**config.mk**
```make
export PLATFORM = sky130hd
export DESIGN_NAME = half_adder
export DESIGN_NICKNAME = d
export VERILOG_FILES = /design/src/rtl/half_adder.sv
export SDC_FILE = /design/constraint.sdc
export NUM_CORES = 1
export LEC_CHECK = 0
export BUFFER_PORTS_ARGS = -buffer_cell sky130_fd_sc_hd__clkbuf_2
export CAP_MARGIN = 15
export CORE_AREA = 2 2 39 41
export CTS_BUF_LIST = sky130_fd_sc_hd__clkbuf_4 sky130_fd_sc_hd__clkbuf_8 sky130_fd_sc_hd__clkbuf_16
export DETAILED_ROUTE_END_ITERATION = 10
export DIE_AREA = 0 0 41 43
export SLEW_MARGIN = 10
export SYNTH_ARGS = -nofsm -noshare
export SYNTH_HDL_FRONTEND = slang
export SYNTH_SLANG_ARGS = --single-unit
```
**constraint.sdc**
```tcl
create_clock -name clk -period 1.3 [get_ports clk]
set_input_delay 0.065 -clock clk [delete_from_list [all_inputs] [get_ports clk]]
set_output_delay 0.065 -clock clk [all_outputs]
set_load 0.01 [all_outputs]
```
**src/rtl/half_adder.sv**
```systemverilog
// ----------------------------------------------------------------------------
// half_adder
//
// Purpose:
//   WIDTH independent single-bit half adders with no carry between lanes.
//   Each lane has a combinational sum/carry and a registered copy of both.
//   A saturating counter records how many clock edges saw a carry on at
//   least one lane.
//
// Parameters:
//   WIDTH  - number of independent bit-lanes (1..64)
//   CNT_W  - width of the carry-event counter (1..32)
//
// Ports:
//   clk       in   1      rising-edge clock
//   rst       in   1      asynchronous active-high reset
//   a         in   WIDTH  addend A, one bit per lane
//   b         in   WIDTH  addend B, one bit per lane
//   sum       out  WIDTH  combinational a ^ b per lane
//   carry     out  WIDTH  combinational a & b per lane
//   sum_q     out  WIDTH  sum registered on the rising edge
//   carry_q   out  WIDTH  carry registered on the rising edge
//   carry_cnt out  CNT_W  saturating count of edges with any carry set
// ----------------------------------------------------------------------------
module half_adder #(
    parameter int unsigned WIDTH = 1,
    parameter int unsigned CNT_W = 8
) (
    input  logic             clk,
    input  logic             rst,
    input  logic [WIDTH-1:0] a,
    input  logic [WIDTH-1:0] b,
    output logic [WIDTH-1:0] sum,
    output logic [WIDTH-1:0] carry,
    output logic [WIDTH-1:0] sum_q,
    output logic [WIDTH-1:0] carry_q,
    output logic [CNT_W-1:0] carry_cnt
);

    // Combinational path: independent of clk and rst.
    always_comb begin
        sum   = a ^ b;
        carry = a & b;
    end

    // Registered copies of the combinational outputs.
    always_ff @(posedge clk or posedge rst) begin
        if (rst) begin
            sum_q   <= '0;
            carry_q <= '0;
        end else begin
            sum_q   <= sum;
            carry_q <= carry;
        end
    end

    // Carry-event counter; stops at all-ones instead of wrapping.
    always_ff @(posedge clk or posedge rst) begin
        if (rst) begin
            carry_cnt <= '0;
        end else if ((|carry) && (carry_cnt != '1)) begin
            carry_cnt <= carry_cnt + CNT_W'(1);
        end
    end

endmodule

```
Word level (Yosys, flattened, before mapping). Index checks and enable logic that the tools add are counted.

Register bits: 10. Input bits: 4. Output and inout bits: 12.

Add/subtract/negate cells: 1. Equality and inequality tests: 1. Bitwise operators: 2. Reduce and logical (&&, ||, !) cells: 1.

Operators by type and width (number): $add 8x1->8 const B (1); $ne 8x8->1 const B (1); $and 1x1->1 (1); $logic_and 1x1->1 (1); $xor 1x1->1 (1).

Logic depth before layout (Yosys ltp). Gate-level depths: netlist of run 1.

Depth after elaboration: 2. Gate-level depth with buffers: 4.

Least setup slack after synthesis of run 1. OpenSTA, ideal clock, no wires.

Path type: reg-to-reg. Start point: register carry_cnt[0]. End point: register carry_cnt[1]. Setup time: 125 ps. Data arrival time: 1315 ps. Path slack: -140 ps. Stages on the path, launching flop included: 5. Path buffers: 0. Period minus slack after synthesis: 1440 ps. Cells stage by stage: dfrtp_1 ha_1 nand2_1 o31ai_4 mux2_4.

Longest elaborated chain between the ends: 2. Elaborated cells on any way between the ends: 3. Classes of those cells: add/sub (1); eq/ne (1); reduce/logical (1).

RTL lines: start: declaration (RTL line 37) `output logic [CNT_W-1:0] carry_cnt`; start signal: assignment (RTL line 62) `carry_cnt <= carry_cnt + CNT_W'(1);`; parallel branches: the longest is 2 deep, another holds $add 8x1->8.

Parallel ways; which one is timed is not known. A chain may end at the register's enable or synchronous reset.

Final worst setup path of run 1. Same ends and word-level chain as after synthesis.

==> results of run 1 <==
## through the flow
stage                     area (um2)  cells
after floorplan                  497     41
after global placement           682     84
after detailed placement         682     84
after CTS                        751     91
after global routing             781     91
final                            781     91
## kinds of logic after synthesis
| group | Yosys count | synth area share (%) |
|---|---|---|
| buf+inv | 2 | 1.57 |
| fa+ha+maj | 2 | 5.22 |
| flops | 10 | 52.2 |
| compound gates | 11 | 19.3 |
| mux | 2 | 5.48 |
| simple gates | 13 | 14.4 |
| xor+xnor | 1 | 1.83 |
## sequential cells by signal (all words and copies together), names as in the netlist
name / flops
sum_q: 1
carry_cnt: 8
carry_q: 1
## cells in the final DEF, fill, tap and decap left out, types with 2 or more instances in the layout
cell type  synthesis  routed
clkbuf_2           0      15
buf_4              0      13
dfrtp_1           10       6
dfrtp_2            0       4
clkbuf_4           0       3
a311oi_2           0       2
a31oi_1            2       2
mux2_4             1       2
nand3_1            3       2
a21oi_1            2       2
inv_1              2       2
nand2_1            3       2
## report_power, final
group | switching, uW | internal [uW]
clock | 116 | 170
combinational | 405 | 440
sequential | 106 | 430
## cell type report
class | instances | area (um2) | area share, %
Tap cell | 16 | 20.0 | 2.56
Clock buffer | 4 | 36.3 | 4.65
Timing Repair Buffer | 30 | 194 | 24.8
Inverter | 2 | 7.51 | 0.962
Multi-Input combinational cell | 29 | 268 | 34.3
Sequential cell | 10 | 255 | 32.7
## per-layer routing
layer	routed length [um]	vias up	track usage, %	part of all wire [%]
li1	-	222	-	-
met3	69	2	3.14	5.6
met1	533	223	20.8	43
met2	614	15	21.9	50
met4	11	0	12.0	0.90
met5	0	-	0	0
## timing repair
| item | in CTS | in global routing |
|---|---|---|
| hold endpoints to repair | 10 | 0 |
| endpoints found under the setup margin | 1 | 4 |
| pin swaps | 3 | 5 |
| buffers inserted | 2 | 0 |
| gates resized for setup | 2 | 7 |
| hold buffers | 1 | 0 |
## how the worst max path moves through the flow
stage,from,to,slack (ps),depth (start not counted)
final,carry_cnt[0],carry_cnt[1],40,4
after global routing,carry_cnt[0],carry_cnt[5],-40,5
after CTS,carry_cnt[0],carry_cnt[1],-30,4
after detailed placement,carry_cnt[1],carry_cnt[1],-20,4
after global placement,carry_cnt[1],carry_cnt[1],20,4
after floorplan,carry_cnt[1],carry_cnt[1],-20,4
==> reports/metrics.yaml, run 1 <==
synth.most_common_cell: "dfrtp_1"
leakage_uw: 0.000372
synth_cells: 41
cp_num_buf_inv: 0
die_x_um: 41
worst_clock_skew_ps: 3.34
p_total_uw: 1670
antenna_found_initial: 0
vias_per_cell: 5.08
area_growth_pct: 62.9
drc: 0
crit_fanout: 5
grt_max_degree: 11
cp_cell_sequence: "ha_4 > nand2_4 > o31ai_4 > mux2_4"
arrival_ps: 1420
worst_slack_ps: 37.5
hold_violations: 0
r2r-start: "carry_cnt[0]"
avgSynthCellArea_um2: 11.7
clk_path_buf_depth: 2
yosysWarnings: 0
timing.fmax_ghz: 0.792
ys_seq_area_share_pct: 52.2
core_area_mm2: 0.00138
nets: 82
grt_pass1_wl_um: 1790
mappedNetlistNets: 47
crit_type: "flop to flop"
tns_ps: 0
whs_ps: 43.1
fp.dieArea_mm2: 0.00176
dpl_worst_slack_ps: -18.7
required_ps: 1450
fin_crit_sh_pct: 97.1
maxCapViolations: 0
r2r_cells: 4
gp_congestion: 0.775
worstSetupEndpointType: "flop"
synth_top_area_share_pct: 52.2
clk_latency_ps: 270
whs_endpoint: "sum_q"
holdPathStages: 2
synth-async-reset-ratio_pct: 100
crit_slowest_cell: "dfrtp_2"
row_count: 14
cts-root-buf: "clkbuf_4"
layout-drive-gt1-share_pct: 62.7
ant_nets: 0
synthTopCellsByCount: "dfrtp_1 (10), nand2_1 (3), nand3_1 (3)"
worst_pin_slew_ps: 369
min_path_type: "primary input to flop"
post-route-util_pct: 56.4
max_stage_delay_ps: 400
cp-start-kind: "flop"
cts_tree: "done"
synth_area_leader_cell: "dfrtp_1"
gr-total-overflow: 0
r2r_slack_ps: 40
synth-seq-cells: 10
maxSlewViolCount: 0
grt_pass1_vias: 407
syn_area_um2: 479
via_count: 462
drt-wirelength-per-cell_um: 13.5
cp_top_family: "flip-flops"
rsz0062_at_grt: "yes"
io_buffers: 15
fillers: 126
max-vdd-ir-drop_mv: 0.898
initialDrtViolationCount: 9
floorplan.initialDensity_pct: 34.6
worstHoldStart: "b"
dp_hpwl_um: 825
grt.total_usage_pct: 15.9
die_h_um: 43
r2r_end: "carry_cnt[1]"
slew_headroom_pct: 75.4
synth_area_leaders: "dfrtp_1 (52%), ha_1 (5.2%), o31ai_4 (4.4%)"
path_clk_slew_ps: 70
synth_cell_types: 23
first_pass_iters: 4
boundaryPins: 16
numCtsBuffers: 3
status: "finished clean"
cts_num_sinks: 10
wirelength_um: 1230
n_antenna_cell: 0
setup_viol: 0
synth_ff_type: "dfrtp_1"
ctsHtreeMaxLevel: 1
synth_edf_count: 0
powerDensity_mw_per_mm2: 2140
period_needed_ps: 1260
No activity file was read; power rests on OpenSTA's default activity.
==> run 2: changes to the inputs <==
Settings changed: RECOVER_POWER from default to 50.
==> run 2 against run 1 <==
  * Worst hold slack hardly changed
  * Sequential share of layout area is 0.26 points higher
  * Highest routed layer unchanged
  * Setup slack hardly changed
  * Utilization is 0.45 points lower
  * Global-route usage stayed put
  * Maximum frequency hardly changed
  * Largest cell class unchanged
  * First-iteration DRC count stayed put
  * Die area stayed put
  * Clock power hardly changed
==> reports/metrics.yaml, run 2 (synthesis results as in run 1) <==
crit_slowest_cell: "dfrtp_2"
leakage_uw: 0.000361
initialDrtViolationCount: 9
ctsHtreeMaxLevel: 1
area_growth_pct: 61.6
cp_top_family: "flip-flops"
r2r_end: "carry_cnt[1]"
grt.total_usage_pct: 15.9
cts_num_sinks: 10
dr_wl_met3_um: 72
critPathCapture: "carry_cnt[1]"
ant_nets: 0
min_path_type: "primary input to flop"
core_area_mm2: 0.00138
die_h_um: 43
crit_cells: 4
r2r_slack_ps: 40
first_pass_iters: 4
setup_viol: 0
reg_top3: "carry_cnt: 8 flops, carry_q: 1 flops, sum_q: 1 flops"
r2r-start: "carry_cnt[0]"
gr-total-overflow: 0
boundaryPins: 16
via_count: 460
worst_slack_ps: 37.5
vias_per_cell: 5.05
rsz0062_at_grt: "yes"
crit_type: "flop to flop"
fp.dieArea_mm2: 0.00176
gp_congestion: 0.775
numCtsBuffers: 3
top_layer: "met4"
largest_reg_flops: 8
maxSlewViolCount: 0
tns_ps: 0
nets: 82
n_antenna_cell: 0
path_clk_slew_ps: 70
post-route-util_pct: 56.0
die_x_um: 41
max-vdd-ir-drop_mv: 0.897
grt_max_degree: 11
cp-start-kind: "flop"
cp_cell_sequence: "ha_4 > nand2_4 > o31ai_4 > mux2_4"
arrival_ps: 1420
required_ps: 1450
max_stage_delay_ps: 400
antenna_found_initial: 0
cts-root-buf: "clkbuf_4"
wl_met1_um: 535
dp_hpwl_um: 825
powerDensity_mw_per_mm2: 2150
largest_register: "carry_cnt"
met2_length_um: 613
worst_clock_skew_ps: 3.34
dpl_worst_slack_ps: -18.7
timing.fmax_ghz: 0.792
clk_latency_ps: 270
maxCapViolations: 0
floorplan.initialDensity_pct: 34.6
drc: 0
drt-wirelength-per-cell_um: 13.5
cts_tree: "done"
period_needed_ps: 1260
slew_headroom_pct: 75.3
fin_crit_sh_pct: 97.1
grt_pass1_wl_um: 1790
final_cell_mix: "clkbuf_2 (13), buf_4 (12), dfrtp_1 (6)"
status: "finished clean"
crit_fanout: 5
clk_path_buf_depth: 2
layout-drive-gt1-share_pct: 58.7
worst_pin_slew_ps: 370
row_count: 14
whs_ps: 42.8
cp_num_buf_inv: 0
io_buffers: 15
worstSetupEndpointType: "flop"
grt_pass1_vias: 407
hold_violations: 0
r2r_cells: 4
cp-startpoint: "carry_cnt[0]"
wirelength_um: 1230
layout_commonest_cell: "clkbuf_2"
holdPathStages: 2
## run 2: repair_timing
action                                  in CTS  in global routing
gates resized for setup                      2                  7
buffers inserted                             2                  0
pin swaps                                    3                  5
endpoints found under the hold margin       10                  0
gates cloned                                 0                  0
endpoints found under the setup margin       1                  4
hold buffers                                 1                  0
## run 2: cell type report
type                       count  area, um2
timing repair buffer          30        188
inverter                       2       7.51
clock buffer                   4       36.3
multi-input combinational     29        268
tap                           16       20.0
fill                         128        609
sequential                    10        255
## run 2: worst min path at each step
stage	slack, ps	from	endpoint
detailed placement	40	rst	carry_q
floorplan	-100	rst	carry_cnt[2]
finish	40	b	sum_q
global placement	50	rst	carry_q
global route	60	b	sum_q
CTS	30	b	sum_q
## run 2: report_power, final
part	internal (uW)	switching [uW]	total, uW
registers	430	106	536
clock network	170	116	286
logic	437	405	842
total	1040	627	1660
## run 2: routing by layer
metal	vias up	global-route usage [%]
li1	221	-
met1	222	20.8
met2	15	21.9
met3	2	3.14
met4	0	12.0
met5	-	0
## run 2: metrics by stage
stage	std cells	total power [uW]	cell area (um2)
6_report	91	1660	774
5_1_grt	91	1790	774
4_1_cts	91	1640	751
3_5_place_dp	84	1260	682
3_3_place_gp	84	1240	682
2_1_floorplan	41	895	497
==> run 3: changes to the inputs <==
Settings changed: GPL_ROUTABILITY_DRIVEN from default to 1, PLACE_DENSITY_LB_ADDON from default to 0.1.
Clock period 1.3 ns to 1 ns, I/O delays scaled along.
==> run 3 against run 2 <==
  * The flow now finishes with violations (negative setup slack)
  * Flip-flop and latch count is the same
  * Clock-buffer cell count unchanged
  * Design area is 10% higher
  * Worst hold slack worse by 3.6 ps
  * First-iteration DRC count shrank 33%
  * Total power rose by 38%
  * Sequential share of layout area fell by 2.6 points
  * Final cell count grew 4.4%
  * Die area is the same
  * Via count grew 6.1%
  * Combinational power up 47%
  * Clock power rose by 13%
  * Critical endpoint unchanged
  * Highest routed layer is now met3
==> reports/metrics.yaml, run 3 (synthesis results as in run 1) <==
status: "finished, violations left"
violations: "negative setup slack"
via_count: 488
numCtsBuffers: 3
n_antenna_cell: 0
nets: 86
largest_register: "carry_cnt"
worst_clock_skew_ps: 12.9
grtUsageMet1_pct: 23.3
row_count: 14
antenna_found_initial: 0
required_ps: 1160
reg_top3: "carry_cnt: 8 flops, carry_q: 1 flops, sum_q: 1 flops"
fin_crit_sh_pct: 126
ant_nets: 0
gr-total-overflow: 0
powerDensity_mw_per_mm2: 2680
first_pass_iters: 3
vias_per_cell: 5.14
fp.dieArea_mm2: 0.00176
hold_violations: 0
floorplan.initialDensity_pct: 34.6
maxCapViolations: 0
final_cell_mix: "buf_4 (12), clkbuf_2 (11), dfrtp_2 (7), buf_6 (7), clkbuf_4 (4)"
gr-max-usage-layer: "met2"
boundaryPins: 16
drt-wirelength-per-cell_um: 13.5
dpl_cell_area_um2: 726
instances_no_fill: 95
drc: 0
layout_commonest_cell: "buf_4"
clk_latency_ps: 270
use_met3_pct: 3.14
grt.total_usage_pct: 17.6
timing.fmax_ghz: 0.796
largest_reg_flops: 8
dp_cells: 87
layout-drive-gt1-share_pct: 72.2
max-vdd-ir-drop_mv: 1.14
leakage_uw: 0.000386
grt_use_met2_pct: 26.6
post-route-util_pct: 61.8
die_x_um: 41
grt_max_degree: 11
core_area_mm2: 0.00138
crit_fanout: 4
die_h_um: 43
area_growth_pct: 78.3
cts_tree: "done"
grt_pass1_vias: 488
crit_type: "flop to flop"
worst_slack_ps: -257
setup_viol: 9
dpl_worst_slack_ps: -261
gp_congestion: 0.767
ctsHtreeMaxLevel: 1
final_cell_area_um2: 855
worstSetupEndpointType: "flop"
cp-start-kind: "flop"
whs_ps: 39.2
initialDrtViolationCount: 6
cts-root-buf: "clkbuf_4"
period_needed_ps: 1260
worst_pin_slew_ps: 396
rsz0062_at_grt: "yes"
wirelength_um: 1290
arrival_ps: 1410
maxSlewViolCount: 0
slew_headroom_pct: 73.5
min_path_type: "primary input to flop"
clk_path_buf_depth: 2
dp_hpwl_um: 906
grt_pass1_wl_um: 2060
path_clk_slew_ps: 80
io_buffers: 15
cts_num_sinks: 10
-- run 3: changes by cell type in the layout (fill, tap and decap cells not counted), sizes merged --
cell,before,now
buf,13,19
clkbuf,20,18
-- run 3: path summary, 6_finish.rpt --
path | from | end | slack, ps | depth (start not counted)
worst max-delay path | carry_cnt[1] | carry_cnt[1] | -260 | 4
worst min-delay path | b | sum_q | 40 | 2
worst max register to register | carry_cnt[1] | carry_cnt[1] | -260 | 4
worst min register to register | carry_cnt[1] | carry_cnt[1] | 580 | 1
max in group asynchronous | rst | carry_cnt[6] | 390 | 3
min in group asynchronous | rst | carry_cnt[1] | 290 | 3
-- run 3: metrics by stage --
stage | TNS [ps] | power [uW]
floorplan | -1060 | 1210
global placement | -1350 | 1700
detailed placement | -1310 | 1730
CTS | -1620 | 2210
global route | -2040 | 2470
finish | -1550 | 2290
-- run 3: per-layer routing --
layer / vias to the layer above / routed length, um
met5: - / 0
met4: 0 / 0
met3: 0 / 58
met2: 13 / 660
met1: 243 / 566
li1: 232 / -
-- run 3: timing repair --
item                                   in CTS  in global routing
resized for setup                          10                 10
setup endpoints to repair                  11                 13
setup buffers                               2                  2
pin swaps                                   4                  7
endpoints found under the hold margin      10                  0
hold buffers                                1                  0
-- run 3: layout make-up --
class	count	area, um2
fillers	125	529
flip-flops and latches	10	259
inverters	2	7.51
clock buffers	4	30.0
multi-input cells	29	293
repair buffers	34	245
well taps	16	20.0
-- run 3: where the power goes --
| part | total [uW] | leakage [uW] | switching [uW] | internal [uW] |
|---|---|---|---|---|
| combinational | 1240 | 0.000254 | 554 | 684 |
| sequential | 730 | 0.000114 | 164 | 566 |
| clock | 324 | 0.0000184 | 143 | 181 |
| total | 2290 | 0.000386 | 861 | 1430 |
-- run 3: worst max-delay path: stages, from the launching register on --
cell and delay (ps):
dfrtp_2 410, ha_4 170, nand2_4 60, o31ai_4 200, mux2_4 320
